**src/rtl/alu_operand_stage_pkg.sv**
```systemverilog
// Shared definitions for the ALU operand stage: widths and ALU op codes.
package alu_operand_stage_pkg;

  localparam int unsigned XLEN      = 32;
  localparam int unsigned REG_IDX_W = 5;
  localparam int unsigned NREG      = 32;

  typedef enum logic [2:0] {
    ALU_ADD  = 3'd0,
    ALU_SLL  = 3'd1,
    ALU_SLT  = 3'd2,
    ALU_SLTU = 3'd3,
    ALU_XOR  = 3'd4,
    ALU_SR   = 3'd5,
    ALU_OR   = 3'd6,
    ALU_AND  = 3'd7
  } alu_op_e;

endpackage

```
**src/rtl/regfile_2r1w.sv**
```systemverilog
// Register file with two asynchronous read ports and one synchronous write port.
// Entry 0 is never written and always reads as zero.
module regfile_2r1w
  import alu_operand_stage_pkg::*;
#(
  parameter int unsigned XLEN = alu_operand_stage_pkg::XLEN,
  parameter int unsigned NREG = alu_operand_stage_pkg::NREG
) (
  input  logic                 clk,
  input  logic                 rst_n,
  input  logic [REG_IDX_W-1:0] ra1,
  input  logic [REG_IDX_W-1:0] ra2,
  output logic [XLEN-1:0]      rd1,
  output logic [XLEN-1:0]      rd2,
  input  logic                 we,
  input  logic [REG_IDX_W-1:0] wa,
  input  logic [XLEN-1:0]      wd
);

  logic [XLEN-1:0] mem [NREG];

  always_ff @(posedge clk or negedge rst_n) begin
    if (!rst_n) begin
      for (int unsigned i = 0; i < NREG; i++) mem[i] <= '0;
    end else if (we && wa != '0) begin
      mem[wa] <= wd;
    end
  end

  assign rd1 = (ra1 == '0) ? '0 : mem[ra1];
  assign rd2 = (ra2 == '0) ? '0 : mem[ra2];

endmodule

```
**src/rtl/alu_operand_stage.sv**
```systemverilog
// Issue stage ahead of the integer ALU: operand read with writeback bypass,
// per-register pending scoreboard for RAW/WAW, single-entry output register.
module alu_operand_stage
  import alu_operand_stage_pkg::*;
#(
  parameter int unsigned XLEN = alu_operand_stage_pkg::XLEN,
  parameter int unsigned NREG = alu_operand_stage_pkg::NREG
) (
  input  logic                 clk,
  input  logic                 rst_n,
  input  logic                 in_valid,
  output logic                 in_ready,
  input  logic [2:0]           in_op,
  input  logic                 in_alt,
  input  logic [REG_IDX_W-1:0] in_rs1,
  input  logic [REG_IDX_W-1:0] in_rs2,
  input  logic [REG_IDX_W-1:0] in_rd,
  input  logic [XLEN-1:0]      in_imm,
  input  logic                 in_use_imm,
  output logic                 out_valid,
  input  logic                 out_ready,
  output logic [2:0]           out_op,
  output logic                 out_alt,
  output logic [XLEN-1:0]      out_a,
  output logic [XLEN-1:0]      out_b,
  output logic [REG_IDX_W-1:0] out_rd,
  input  logic                 wb_valid,
  input  logic [REG_IDX_W-1:0] wb_rd,
  input  logic [XLEN-1:0]      wb_data
);

  logic [NREG-1:0] pending;
  logic [NREG-1:0] pend_next;
  logic [NREG-1:0] wb_hit;
  logic [NREG-1:0] pend_eff;
  logic            hazard;
  logic            accept;
  logic [XLEN-1:0] rf_a;
  logic [XLEN-1:0] rf_b;
  logic [XLEN-1:0] op_a;
  logic [XLEN-1:0] op_b;

  regfile_2r1w #(
    .XLEN (XLEN),
    .NREG (NREG)
  ) u_regfile (
    .clk   (clk),
    .rst_n (rst_n),
    .ra1   (in_rs1),
    .ra2   (in_rs2),
    .rd1   (rf_a),
    .rd2   (rf_b),
    .we    (wb_valid),
    .wa    (wb_rd),
    .wd    (wb_data)
  );

  // A writeback presented this cycle already resolves its register's hazard.
  always_comb begin
    wb_hit = '0;
    if (wb_valid && wb_rd != '0) wb_hit[wb_rd] = 1'b1;
    pend_eff = pending & ~wb_hit;
    hazard   = in_valid & (pend_eff[in_rs1]
                         | (~in_use_imm & pend_eff[in_rs2])
                         | pend_eff[in_rd]);
    in_ready = ~hazard & (~out_valid | out_ready);
    accept   = in_valid & in_ready;
  end

  // Accept-set is applied after writeback-clear so a same-edge reissue keeps rd pending.
  always_comb begin
    pend_next = pending & ~wb_hit;
    if (accept && in_rd != '0) pend_next[in_rd] = 1'b1;
  end

  always_comb begin
    op_a = (wb_valid && wb_rd == in_rs1 && in_rs1 != '0) ? wb_data : rf_a;
    if (in_use_imm) begin
      op_b = in_imm;
    end else begin
      op_b = (wb_valid && wb_rd == in_rs2 && in_rs2 != '0) ? wb_data : rf_b;
    end
  end

  always_ff @(posedge clk or negedge rst_n) begin
    if (!rst_n) begin
      pending <= '0;
    end else begin
      pending <= pend_next;
    end
  end

  always_ff @(posedge clk or negedge rst_n) begin
    if (!rst_n) begin
      out_valid <= 1'b0;
      out_op    <= '0;
      out_alt   <= 1'b0;
      out_a     <= '0;
      out_b     <= '0;
      out_rd    <= '0;
    end else if (accept) begin
      out_valid <= 1'b1;
      out_op    <= in_op;
      out_alt   <= in_alt;
      out_a     <= op_a;
      out_b     <= op_b;
      out_rd    <= in_rd;
    end else if (out_valid && out_ready) begin
      out_valid <= 1'b0;
    end
  end

endmodule

```
**config.mk**
```make
export PLATFORM = sky130hd
export DESIGN_NAME = alu_operand_stage
export DESIGN_NICKNAME = d
export VERILOG_FILES = /design/src/rtl/alu_operand_stage_pkg.sv /design/src/rtl/regfile_2r1w.sv /design/src/rtl/alu_operand_stage.sv
export SDC_FILE = /design/constraint.sdc
export NUM_CORES = 2
export LEC_CHECK = 0
export CORE_MARGIN = 2
export CORE_UTILIZATION = 57
export CTS_CLUSTER_SIZE = 30
export DETAILED_ROUTE_END_ITERATION = 12
export PLACE_DENSITY = 0.83
export SLEW_MARGIN = 20
export SYNTH_ARGS = -nofsm -noshare
export SYNTH_HDL_FRONTEND = slang
export SYNTH_SLANG_ARGS = --single-unit
```
**constraint.sdc**
```tcl
create_clock -name clk -period 2.8 [get_ports clk]
set_clock_uncertainty 0.15 [all_clocks]
set_input_delay 0.56 -clock clk [delete_from_list [all_inputs] [get_ports clk]]
set_output_delay 0.56 -clock clk [all_outputs]
set_load 0.05 [all_outputs]
```
==> flow_summary.ini <==
[sta]
finalHoldViolCount = 0
layout_setup_ws_ns = -0.6932
fmax_ghz = 0.2863
rsz0062_at_grt = yes
finalCriticalPeriod_ns = 3.493
slew_headroom_pct = 29.61
tightest_slew_ns = 1.056
finalCritPeriodShare_pct = 124.8
setup_viol = 55
drv_slew = 0

[clock_network]
clkSinkCount = 1130
clk_latency_ns = 0.73
cts_tree = done
clk_pin_slew_ns = 0.06
cts.path.max_buffers = 3
cts_made_buffers = 114
root_buffer = clkbuf_16
htreeDepth = 3

[detailed_routing]
wl_per_cell_microns = 32.44
drt-initial-drc-count = 5958
post-route-drc-count = 0
totalWireLength_microns = 205400
drt_pass1_iterations = 8
antenna_left = 0
vias = 45621
viasPerCell = 7.206

[outcome]
violations = negative setup slack
outcome = finished with violations

[global_route]
grt_max_degree = 103
grtUsageMet2_pct = 55.87
grt_most_used_layer = met2
grtUsageTotal_pct = 37.51
grt_util_met1_pct = 48.63
use_met3_pct = 11.43
grt.overflow.total = 0
grt_pass1_wl_microns = 302700
antenna_found_initial = 5
grt_pass1_vias = 47041

[die]
start_util_pct = 57.52
dieHeight_microns = 329.9
fp.dieW_microns = 329.9
die_area_sq_mm = 0.1089
rows = 119
core_sq_mm = 0.1053
ios = 169

[min_path]
min_path_type = in2async

[logic_synthesis]
yosysSeqAreaShare_pct = 46.70
synth_commonest_cells = dfrtp_1, mux2_2, mux2i_1
synth_seq_cells = 1130
synth_nets = 4583
synth.distinct_cells = 67
synth_edf_count = 0
ys_warn_count = 0
syn_avg_cell_area_sq_um = 13.49
synth_top_area_cell = dfrtp_1
synth_most_common_cell = dfrtp_1
async_flop_share_pct = 100.0
synth_top_area_share_pct = 46.70
syn_inst = 4489
ys.flop_type = dfrtp_1
netlist_area_sq_mm = 0.06055
ys_top_cells_by_area = dfrtp_1, mux2_2, mux4_2

[worst_setup_path]
reg2reg_to = out_b[10]
critPathMaxFanout = 5
worstSetupPathType = in2out
rrSetupSlack_ns = -0.04
r2r_start = pending[0]
cp-end-kind = output port
cp.arrival_ns = 2.78
reg2regPathDepth = 11
cp.required_ns = 2.09
start_kind = input pin

[layout]
final_core_util_pct = 69.39
area_delta_synth_final_pct = 20.63
diodes = 0
nets = 4936
drive_gt1_share_pct = 47.00

[placed_design]
dp_hpwl_microns = 122900
port_buffers = 168
place_congestion = 0.9255

[power]
power.total_mw = 52.43
p_leak_nw = 32.02
p_per_area_mw_per_mm2 = 717.8
vdd_drop_max_mv = 0.6047

[job]
maxCapViolCount = 0
layer usage:
layer / share of wire, % / vias to the layer above
li1: - / 17962
met1: 36 / 23514
met2: 45 / 3231
met3: 12 / 910
met4: 6.7 / 4
met5: 0.014 / -
per-stage QoR:
step	cells	instance area [sq um]	hold slack, ns	setup TNS (ns)	setup slack (ns)
final	6331	73040	0.1721	-4.900	-0.6932
after global routing	6331	73040	0.1779	-13.06	-0.7987
after CTS	6318	72460	0.1604	-1.515	-0.6561
after detailed placement	6078	68070	0.2359	-244.61	-1.200
after global placement	6078	68070	0.2302	-230.29	-1.154
after floorplan	4489	60980	0.1144	-16.65	-0.3640
cell type report:
type,count,area [sq um]
Tap cell,1391,1740
Sequential cell,1130,28280
Timing Repair Buffer,727,7889
Inverter,10,40.04
Fill cell,6711,32220
Clock inverter,55,613.1
Multi-Input combinational cell,2859,31220
Clock buffer,159,3262
worst max path at each step:
stage | from | to | slack, ns | depth (start not counted)
final | wb_rd[2] | in_ready | -0.69 | 11
after global routing | wb_rd[2] | in_ready | -0.80 | 13
after CTS | wb_rd[2] | in_ready | -0.66 | 13
after detailed placement | wb_valid | pending[4] | -1.20 | 14
after global placement | wb_valid | in_ready | -1.15 | 12
after floorplan | wb_rd[0] | in_ready | -0.36 | 10
sequential cells by signal, indices dropped and copies added (netlist names):
signal	count
out_op	3
out_b	32
out_valid	1
pending	32
u_regfile.mem	1024
out_alt	1
out_rd	5
out_a	32
report_power, final:
group | leakage [nW] | internal (mW) | switching [mW]
sequential | 14.5 | 19.7 | 2.64
clock | 1.90 | 9.07 | 6.88
combinational | 15.7 | 7.32 | 6.79
total | 32.0 | 36.1 | 16.3
logic make-up (layout without fill, tap and decap cells):
group / count (synthesis) / in the layout / share of synthesized area (%)
AO/OA/AOI/OAI: 614 / 614 / 7.342
flip-flops: 1130 / 1130 / 46.70
multiplexers: 1813 / 1813 / 39.39
AND/OR/NAND/NOR: 424 / 424 / 3.192
buffers and inverters: 500 / 951 / 3.261
XOR/XNOR: 8 / 8 / 0.1157
cell usage in the layout, fill, tap and decap left out, types with 9 or more instances in the layout:
master           synthesis  final
a21oi_1                 44     40
a221oi_1               154    154
a22oi_1                 82     82
a32o_1                  25     25
a32oi_1                 12     12
buf_12                   0    142
buf_4                    1    397
buf_6                    1     14
buf_8                    0      9
bufinv_16                0     10
clkbuf_1               360     21
clkbuf_16                0    119
clkbuf_8                 0     24
clkdlybuf4s50_1          0    148
clkinv_2                 0     28
clkinvlp_4               0     11
dfrtp_1               1130   1130
mux2_2                1062   1060
mux2_4                  10     20
mux2i_1                388    388
mux4_2                 345    345
nand2_1                242    228
nand2_2                  0     12
nand3_1                 69     67
nand4_1                 12     12
nor2_1                  46     24
nor2_4                   0     20
o211ai_1                27     27
o21ai_0                146    139
o21ai_1                 18      9
o21ai_2                  1      9
o221ai_1                34     34
o31ai_4                  0     23
repair_timing:
| item | CTS | global route |
|---|---|---|
| gates cloned | 6 | 5 |
| setup endpoints to repair | 106 | 102 |
| pin swaps | 27 | 21 |
| hold buffers | 1 | 0 |
| buffers inserted | 19 | 16 |
| resized for setup | 77 | 93 |
| endpoints found under the hold margin | 303 | 0 |
worst max-delay path, cell delays in order:
cell,delay (ns)
buf_12,0.11
buf_8,0.13
nor4b_4,0.39
nand2_2,0.16
a21oi_2,0.18
a21oi_2,0.05
o2111a_1,0.28
a2111oi_4,0.39
nand3_2,0.19
a21boi_4,0.19
buf_12,0.15
(Power assumes the default switching activity.)
